<file path="src/rtl/fx_pkg.sv">
// Shared constants and scheduler state encoding for the FX event scheduler.
package fx_pkg;
  localparam int NUM_CH_DEF   = 4;
  localparam int PERIOD_W_DEF = 16;

  typedef enum logic {
    IDLE  = 1'b0,
    OFFER = 1'b1
  } sched_state_t;
endpackage

</file>
<file path="src/rtl/rr_arbiter.sv">
// Combinational round-robin pick: first requester at or after ptr, wrapping.
// Zero latency; no backpressure of its own.
module rr_arbiter
  import fx_pkg::*;
#(
  parameter int NUM_CH = NUM_CH_DEF,
  localparam int CH_W  = $clog2(NUM_CH)
) (
  input  logic [NUM_CH-1:0] req,
  input  logic [CH_W-1:0]   ptr,
  output logic [CH_W-1:0]   grant,
  output logic              any_req
);

  logic [CH_W-1:0] idx;

  always_comb begin
    grant   = '0;
    any_req = 1'b0;
    idx     = '0;
    for (int k = 0; k < NUM_CH; k++) begin
      idx = CH_W'((int'(ptr) + k) % NUM_CH);
      if (!any_req && req[idx]) begin
        any_req = 1'b1;
        grant   = idx;
      end
    end
  end

endmodule

</file>
<file path="src/rtl/ms_event_scheduler.sv">
// Per-channel ms period timers feeding a round-robin valid/ready event port.
// Expiry -> ev_valid two cycles later; offer is held until ev_ready, one bubble between offers.
module ms_event_scheduler
  import fx_pkg::*;
#(
  parameter int NUM_CH   = NUM_CH_DEF,
  parameter int PERIOD_W = PERIOD_W_DEF,
  localparam int CH_W    = $clog2(NUM_CH)
) (
  input  logic                clk,
  input  logic                reset,
  input  logic                ms_tick,
  input  logic                cfg_we,
  input  logic [CH_W-1:0]     cfg_ch,
  input  logic [PERIOD_W-1:0] cfg_period,
  input  logic                cfg_en,
  output logic                ev_valid,
  output logic [CH_W-1:0]     ev_ch,
  input  logic                ev_ready,
  output logic [NUM_CH-1:0]   overrun,
  input  logic                ovr_clr
);

  sched_state_t      state_q, state_d;
  logic [CH_W-1:0]   ev_ch_q, ev_ch_d;
  logic [CH_W-1:0]   rr_ptr_q, rr_ptr_d;
  logic [NUM_CH-1:0] overrun_q, overrun_d;
  logic [NUM_CH-1:0] pending_vec;
  logic [NUM_CH-1:0] ovr_set_vec;
  logic [CH_W-1:0]   grant;
  logic              any_req;
  logic              hs;

  assign hs = (state_q == OFFER) && ev_ready;

  for (genvar i = 0; i < NUM_CH; i++) begin : g_ch
    logic                en_q, en_d;
    logic                pending_q, pending_d;
    logic [PERIOD_W-1:0] period_q, period_d;
    logic [PERIOD_W-1:0] count_q, count_d;
    logic                cfg_hit, offered, active, expire;

    assign cfg_hit = cfg_we && (cfg_ch == CH_W'(i));
    assign offered = (state_q == OFFER) && (ev_ch_q == CH_W'(i));
    assign active  = en_q && (period_q != '0);
    // A config write to this channel overrides any tick in the same cycle.
    assign expire  = ms_tick && active && !cfg_hit && (count_q == '0);

    always_comb begin
      en_d      = en_q;
      period_d  = period_q;
      count_d   = count_q;
      pending_d = pending_q;
      if (cfg_hit) begin
        en_d     = cfg_en;
        period_d = cfg_period;
        count_d  = cfg_period - 1'b1;
        if (!offered) pending_d = 1'b0;
      end else if (ms_tick && active) begin
        count_d = (count_q == '0) ? period_q - 1'b1 : count_q - 1'b1;
      end
      if (expire) pending_d = 1'b1;
      else if (hs && offered) pending_d = 1'b0;
    end

    always_ff @(posedge clk) begin
      if (reset) begin
        en_q      <= 1'b0;
        period_q  <= '0;
        count_q   <= '0;
        pending_q <= 1'b0;
      end else begin
        en_q      <= en_d;
        period_q  <= period_d;
        count_q   <= count_d;
        pending_q <= pending_d;
      end
    end

    assign pending_vec[i] = pending_q;
    // An expiry landing on the handshake cycle re-arms the event rather than losing one.
    assign ovr_set_vec[i] = expire && pending_q && !(hs && offered);
  end

  rr_arbiter #(.NUM_CH(NUM_CH)) u_arb (
    .req     (pending_vec),
    .ptr     (rr_ptr_q),
    .grant   (grant),
    .any_req (any_req)
  );

  always_comb begin
    state_d  = state_q;
    ev_ch_d  = ev_ch_q;
    rr_ptr_d = rr_ptr_q;
    ev_valid = 1'b0;
    case (state_q)
      IDLE: begin
        if (any_req) begin
          ev_ch_d = grant;
          state_d = OFFER;
        end
      end
      OFFER: begin
        ev_valid = 1'b1;
        if (ev_ready) begin
          rr_ptr_d = (ev_ch_q == CH_W'(NUM_CH - 1)) ? '0 : ev_ch_q + 1'b1;
          state_d  = IDLE;
        end
      end
      default: state_d = IDLE;
    endcase
  end

  assign overrun_d = (ovr_clr ? '0 : overrun_q) | ovr_set_vec;

  always_ff @(posedge clk) begin
    if (reset) begin
      state_q   <= IDLE;
      ev_ch_q   <= '0;
      rr_ptr_q  <= '0;
      overrun_q <= '0;
    end else begin
      state_q   <= state_d;
      ev_ch_q   <= ev_ch_d;
      rr_ptr_q  <= rr_ptr_d;
      overrun_q <= overrun_d;
    end
  end

  assign ev_ch   = ev_ch_q;
  assign overrun = overrun_q;

endmodule

</file>
<file path="config.mk">
export PLATFORM = sky130hd
export DESIGN_NAME = ms_event_scheduler
export DESIGN_NICKNAME = d
export VERILOG_FILES = /design/src/rtl/fx_pkg.sv /design/src/rtl/rr_arbiter.sv /design/src/rtl/ms_event_scheduler.sv
export SDC_FILE = /design/constraint.sdc
export NUM_CORES = 1
export LEC_CHECK = 0
export ABC_CLOCK_PERIOD_IN_PS = 4500
export BUFFER_PORTS_ARGS = -buffer_cell sky130_fd_sc_hd__clkbuf_2
export CORE_MARGIN = 5
export CORE_UTILIZATION = 40
export CTS_BUF_LIST = sky130_fd_sc_hd__clkbuf_4
export DETAILED_ROUTE_END_ITERATION = 10
export GPL_TIMING_DRIVEN = 1
export HOLD_SLACK_MARGIN = 0.02
export PLACE_DENSITY = 0.67
export RECOVER_POWER = 25
export SKIP_CTS_REPAIR_TIMING = 1
export SLEW_MARGIN = 20
export SYNTH_ARGS = -nofsm -noshare
export SYNTH_HDL_FRONTEND = slang
export SYNTH_SLANG_ARGS = --single-unit
export TNS_END_PERCENT = 10
</file>
<file path="constraint.sdc">
create_clock -name clk -period 4.5 [get_ports clk]
set_input_delay 0.9 -clock clk [delete_from_list [all_inputs] [get_ports clk]]
set_output_delay 0.9 -clock clk [all_outputs]
set_load 0.03 [all_outputs]
</file>
==> flow_metrics.py, run 1 <==
metrics = {
    "synth": {
        "yosysWarnings": 0,
        "synth_edf_count": 0,
        "async_flop_share_pct": 0,
        "avgSynthCellArea_sq_um": 7.44,
        "synth.ff_latch_count": 145,
        "synth_flop_cell": "dfxtp_1",
        "synth_cells": 1181,
        "syn_nets": 1215,
        "yosysUniqueCellTypes": 82,
        "syn-cell-area_sq_mm": 0.00879,
        "synth-seq-area-share_pct": 33.0,
    },
    "worst_setup_path": {
        "critical_path_class": "reg -> reg",
        "cp_max_fo": 8,
        "crit_slowest_cell": "nor4_1",
        "path_cells": "nor4_1 > nand2_1 > nor2_1 > a21oi_1 > ha_1 > nand3_1 > a211oi_1 > and3b_1 > or4_1 > and3_1",
        "crit_required_ns": 5.00,
        "slowest_delay_ns": 0.59,
        "startpoint": "g_ch[3].count_q[5]",
        "worst_ep_arrival_time_ns": 3.96,
        "crit_path_start_kind": "flip-flop",
        "endpoint_kind": "flip-flop",
        "r2r_start": "g_ch[3].count_q[5]",
    },
    "timing": {
        "slew_headroom_pct": 6.03,
        "setup_slack_ns": 1.03,
        "min_period_over_period_pct": 77.0,
        "setup_tns_ns": 0,
        "hold_viol": 0,
        "rsz0062_at_grt": "false",
        "fmax_ghz": 0.288,
        "fin_worst_skew_ns": 0.0197,
        "setup_violations": 0,
        "final_max_slew_viol_count": 0,
        "period_needed_ns": 3.47,
        "worstMarginPinSlew_ns": 1.41,
    },
    "route": {
        "drt-pass1-iter-count": 5,
        "vias_per_cell": 6.41,
        "first_iter_violations": 1023,
        "ant_nets": 0,
        "num_vias": 9403,
        "wirelength_microns": 29800,
        "wl_per_cell_microns": 20.3,
        "drc": 0,
    },
    "run_status": {
        "status": "completed",
    },
    "floorplanning": {
        "initial_core_util_pct": 40.4,
        "row_count": 54,
        "dieArea_sq_mm": 0.0250,
        "num_io_pins": 32,
        "die_h_microns": 158,
        "dieWidth_microns": 158,
        "core_sq_mm": 0.0218,
    },
    "global_routing": {
        "grt_use_total_pct": 23.5,
        "grt_use_met1_pct": 31.8,
        "grt_max_degree": 72,
        "grt_first_pass_wirelength_microns": 46600,
        "antenna_found_initial": 0,
        "busiest_layer": "met2",
        "grt_pass1_vias": 8409,
        "gr-usage-met3_pct": 4.29,
        "grt_use_met2_pct": 36.9,
        "gr-total-overflow": 0,
    },
    "min_path": {
        "min_path_type": "reg -> reg",
        "worstHoldStart": "overrun[3]",
    },
    "final_layout": {
        "fin_util_pct": 43.4,
        "nNetsFinal": 1209,
        "synthToLayoutAreaGrowth_pct": 7.34,
        "antenna_cells": 0,
        "drive_gt1_share_pct": 9.11,
        "stdcell_count": 1466,
    },
    "clock_network": {
        "cts_made_buffers": 17,
        "root_buffer": "clkbuf_4",
        "clk_path_buf_depth": 2,
        "cts_num_sinks": 145,
        "htree_levels": 4,
        "clkTransAtPathRegs_ns": 0.14,
        "insertion_delay_ns": 0.57,
        "cts_tree": "done",
    },
    "pwr": {
        "p_seq_share_pct": 44.0,
        "p_clk_share_pct": 27.0,
        "switching_share_pct": 36.8,
        "p_comb_share_pct": 29.0,
        "p_sw_mw": 1.19,
        "power_mw": 3.23,
        "internal_power_mw": 2.04,
        "powerDensity_mw_per_mm2": 342,
        "peakVddDrop_mv": 0.164,
        "p_leak_nw": 3.28,
    },
    "place": {
        "port_buffers": 31,
        "place_ws_ns": 1.15,
        "gp_congestion": 0.963,
        "dp_hpwl_microns": 20800,
        "place_inst": 1436,
    },
    "flow_run": {
        "cap_violations": 0,
    },
}
## power groups by stage
stage / Sequential, mW / Clock [mW] / Combinational, mW
global placement: 1.44 / 0 / 0.907
global route: 1.43 / 0.953 / 1.01
detailed placement: 1.45 / 0 / 0.911
CTS: 1.42 / 0.893 / 0.915
finish: 1.42 / 0.872 / 0.936
floorplan: 1.42 / 0 / 0.680
## final cells by class
cell class                      count  area, sq um
Timing Repair Buffer               51          315
Tap cell                          280          350
Inverter                           12         45.0
Fill cell                        2284        12300
Clock inverter                     12          143
Multi-Input combinational cell    948         5550
Sequential cell                   145         2900
Clock buffer                       18          135
## worst paths after layout
check                                            to  slack [ns]  cells after the start
worst min-delay path                     overrun[3]        0.48                      2
worst max-delay path            g_ch[3].count_q[10]        1.03                     10
worst min register to register           overrun[3]        0.48                      2
worst max register to register  g_ch[3].count_q[10]        1.03                     10
## registers in the layout (all words and copies together), names as in the netlist
register / cells
state_q: 1
ev_ch: 2
overrun: 4
g_ch.en_q: 4
g_ch.period_q: 64
rr_ptr_q: 2
g_ch.count_q: 64
g_ch.pending_q: 4
## synthesized netlist by cell type, drive strengths merged, types with 5 or more instances
cell type | instances | area (sq um)
a2111oi | 5 | 43.8
a211oi | 22 | 165
inv | 12 | 45.0
a221oi | 7 | 61.3
a21oi | 158 | 791
nand2b | 14 | 87.6
xnor2 | 16 | 140
o211ai | 14 | 105
or2 | 11 | 68.8
nor4 | 35 | 269
a21boi | 7 | 52.6
a22o | 5 | 43.8
nand3b | 6 | 45.0
nand2 | 197 | 739
o31ai | 10 | 88.8
nand4 | 12 | 75.1
nor4b | 5 | 50.0
a21o | 12 | 90.1
xor2 | 10 | 87.6
or3 | 20 | 125
or4 | 23 | 184
buf | 16 | 80.1
nor2 | 97 | 383
nor3 | 41 | 215
o22ai | 13 | 81.3
a211o | 9 | 78.8
dfxtp | 145 | 2900
o21ai | 30 | 150
nand3 | 37 | 185
ha | 9 | 113
a311oi | 9 | 78.8
a31oi | 26 | 163
and3 | 9 | 56.3
clkbuf | 60 | 225
## through the flow
stage	hold WS, ns	cell area (sq um)
floorplan	0.444	8790
global placement	0.461	9160
detailed placement	0.464	9160
CTS	0.484	9440
global route	0.511	9440
finish	0.480	9440
## layer usage
layer / wire (microns) / part of all wire [%]
met1: 13200 / 44
met2: 13400 / 45
met3: 2010 / 6.7
met4: 1200 / 4.0
met5: 0 / 0
## critical path: cells and delay by family, from the launching register on
| kind | cells | cell delay [ns] |
|---|---|---|
| adders and majority gates | 1 | 0.26 |
| AOI/OAI and AO/OA | 2 | 0.30 |
| DFF | 1 | 0.40 |
| and+or+nand+nor | 7 | 2.41 |
## kinds of logic after synthesis
family / count (synthesis) / share of synthesized area [%]
multiplexers: 4 / 0.455
XOR/XNOR: 26 / 2.59
adder cells (fa/ha/maj): 9 / 1.28
flip-flops: 145 / 33.0
AO/OA/AOI/OAI: 381 / 28.5
AND/OR/NAND/NOR: 528 / 30.2
buffers and inverters: 88 / 3.99
## cells in the final DEF (no fill, tap or decap), types with 10 or more instances in the layout
cell type	Yosys	layout
a211oi_1	22	22
a21o_1	12	12
a21oi_1	158	158
a31oi_1	26	26
buf_4	1	19
clkbuf_2	0	29
clkbuf_4	0	18
dfxtp_1	145	145
inv_1	12	12
nand2_1	197	197
nand2b_1	14	14
nand3_1	37	37
nand4_1	12	12
nor2_1	95	94
nor3_1	39	39
nor4_1	27	27
o211ai_1	14	14
o21ai_0	26	26
o22ai_1	13	13
or3_1	20	20
or4_1	20	20
xnor2_1	16	16
xor2_1	10	10
(Power assumes the default switching activity.)
==> run 2, diff against run 1 <==
--- a/config.mk
+++ b/config.mk
@@ -5,7 +5,7 @@
 export SDC_FILE = /design/constraint.sdc
 export NUM_CORES = 1
 export LEC_CHECK = 0
-export ABC_CLOCK_PERIOD_IN_PS = 4500
+export ABC_CLOCK_PERIOD_IN_PS = 2900
 export BUFFER_PORTS_ARGS = -buffer_cell sky130_fd_sc_hd__clkbuf_2
 export CORE_MARGIN = 5
 export CORE_UTILIZATION = 40
@@ -13,7 +13,7 @@
 export DETAILED_ROUTE_END_ITERATION = 10
 export GPL_TIMING_DRIVEN = 1
 export HOLD_SLACK_MARGIN = 0.02
-export PLACE_DENSITY = 0.67
+export PLACE_DENSITY = 0.69
 export RECOVER_POWER = 25
 export SKIP_CTS_REPAIR_TIMING = 1
 export SLEW_MARGIN = 20
==> constraint.sdc (replaced) <==
create_clock -name clk -period 2.9 [get_ports clk]
set_input_delay 0.58 -clock clk [delete_from_list [all_inputs] [get_ports clk]]
set_output_delay 0.58 -clock clk [all_outputs]
set_load 0.03 [all_outputs]
==> flow_metrics.py, run 2 (same netlist as run 1, synthesis figures left out) <==
metrics = {
    "place": {
        "port_buffers": 31,
        "dp_hpwl_microns": 21700,
        "dpl-instance-area_sq_mm": 0.00970,
        "place_inst": 1508,
        "gp_congestion": 0.970,
    },
    "timing": {
        "slew_headroom_pct": 5.44,
        "holdWs_ns": 0.274,
        "fin_worst_skew_ns": 0.0176,
        "min_period_over_period_pct": 94.6,
        "final_max_slew_viol_count": 0,
        "hold_viol": 0,
        "fmax_ghz": 0.365,
        "period_needed_ns": 2.74,
        "worstMarginPinSlew_ns": 1.42,
        "rsz0062_at_grt": "true",
        "setup_violations": 0,
    },
    "run_status": {
        "status": "completed",
    },
    "global_routing": {
        "grt_first_pass_wirelength_microns": 48000,
        "gr-total-overflow": 0,
        "grt_use_total_pct": 24.3,
        "grt_max_degree": 65,
        "antenna_found_initial": 2,
        "grt_pass1_vias": 8861,
    },
    "clock_network": {
        "root_buffer": "clkbuf_4",
        "insertion_delay_ns": 0.58,
        "cts_tree": "done",
        "cts_made_buffers": 17,
        "clkTransAtPathRegs_ns": 0.13,
        "clk_path_buf_depth": 2,
        "htree_levels": 4,
        "cts_num_sinks": 145,
    },
    "worst_setup_path": {
        "critical_path_class": "reg -> reg",
        "endpoint_kind": "flip-flop",
        "crit_slowest_cell": "or4_1",
        "crit_required_ns": 3.37,
        "path_cells": "or4_1 > nor4_4 > and2_1 > a21oi_1 > ha_1 > nand2_1 > a211oi_1 > buf_4 > and3_1 > a31oi_1 > a21oi_1",
        "worst_ep_arrival_time_ns": 3.22,
        "crit_path_start_kind": "flip-flop",
        "slowest_delay_ns": 0.60,
        "cpMostUsedCell": "a21oi_1",
        "cp_max_fo": 7,
    },
    "final_layout": {
        "synthToLayoutAreaGrowth_pct": 14.1,
        "stdcell_count": 1540,
        "top_regs": "g_ch.count_q (64), g_ch.period_q (64)",
        "final_cell_mix": "nand2_1, a21oi_1, dfxtp_1",
        "final_common_cell": "nand2_1",
        "nNetsFinal": 1281,
        "fin_area_sq_mm": 0.0100,
        "drive_gt1_share_pct": 14.8,
        "fin_util_pct": 46.1,
    },
    "floorplanning": {
        "row_count": 54,
        "dieWidth_microns": 158,
        "core_sq_mm": 0.0218,
        "num_io_pins": 32,
        "dieArea_sq_mm": 0.0250,
        "initial_core_util_pct": 40.4,
        "die_h_microns": 158,
    },
    "pwr": {
        "peakVddDrop_mv": 0.264,
        "p_leak_nw": 3.65,
        "power_mw": 5.25,
        "powerDensity_mw_per_mm2": 524,
    },
    "route": {
        "num_vias": 9729,
        "drt-pass1-iter-count": 6,
        "drc": 0,
        "first_iter_violations": 956,
        "wl_per_cell_microns": 19.7,
        "ant_nets": 0,
        "wirelength_microns": 30300,
        "vias_per_cell": 6.32,
    },
    "flow_run": {
        "cap_violations": 0,
    },
    "min_path": {
        "min_path_type": "in -> reg",
    },
}
-- run 2: metal layers --
layer	global-route usage, %	part of all wire, %	up-vias
li1	-	-	4565
met1	33.1	42	4630
met2	37.5	45	445
met3	4.32	8.3	87
met4	11.1	4.5	2
met5	0	0.040	-
-- run 2: layout make-up --
type | instances | area [sq um]
clock buffer | 18 | 135
tap | 280 | 350
timing repair buffer | 123 | 852
antenna | 1 | 2.50
clock inverter | 13 | 159
sequential | 145 | 2900
multi-input combinational | 948 | 5580
fill | 2185 | 11700
inverter | 12 | 45.0
-- run 2: worst max-delay path: cells and delay by family, from the launching register on --
family / cells / cell delay (ns)
compound gates: 4 / 0.47
fa+ha+maj: 1 / 0.22
buf+inv: 1 / 0.18
flops: 1 / 0.38
simple gates: 5 / 1.39
-- run 2: per-stage QoR --
stage                     worst slack (ns)  setup TNS (ns)
final                                0.158               0
after global routing               -0.0148         -0.0148
after CTS                           0.0756               0
after detailed placement           -0.0410         -0.0796
after global placement              0.0112               0
after floorplan                    -0.0930         -0.0977
-- run 2: path summary, 6_finish.rpt --
check / from / end / slack [ns] / cells past startpoint
worst max-delay path: g_ch[2].count_q[13] / g_ch[2].count_q[10] / 0.16 / 11
worst min-delay path: ev_ready / state_q / 0.27 / 2
worst max register to register: g_ch[2].count_q[13] / g_ch[2].count_q[10] / 0.16 / 11
worst min register to register: overrun[1] / overrun[1] / 0.48 / 2
-- run 2: report_power, final --
part           internal, mW  switching [mW]  total [mW]
combinational         0.644            1.01        1.65
clock                 0.605           0.798        1.40
sequential             2.08           0.115        2.20
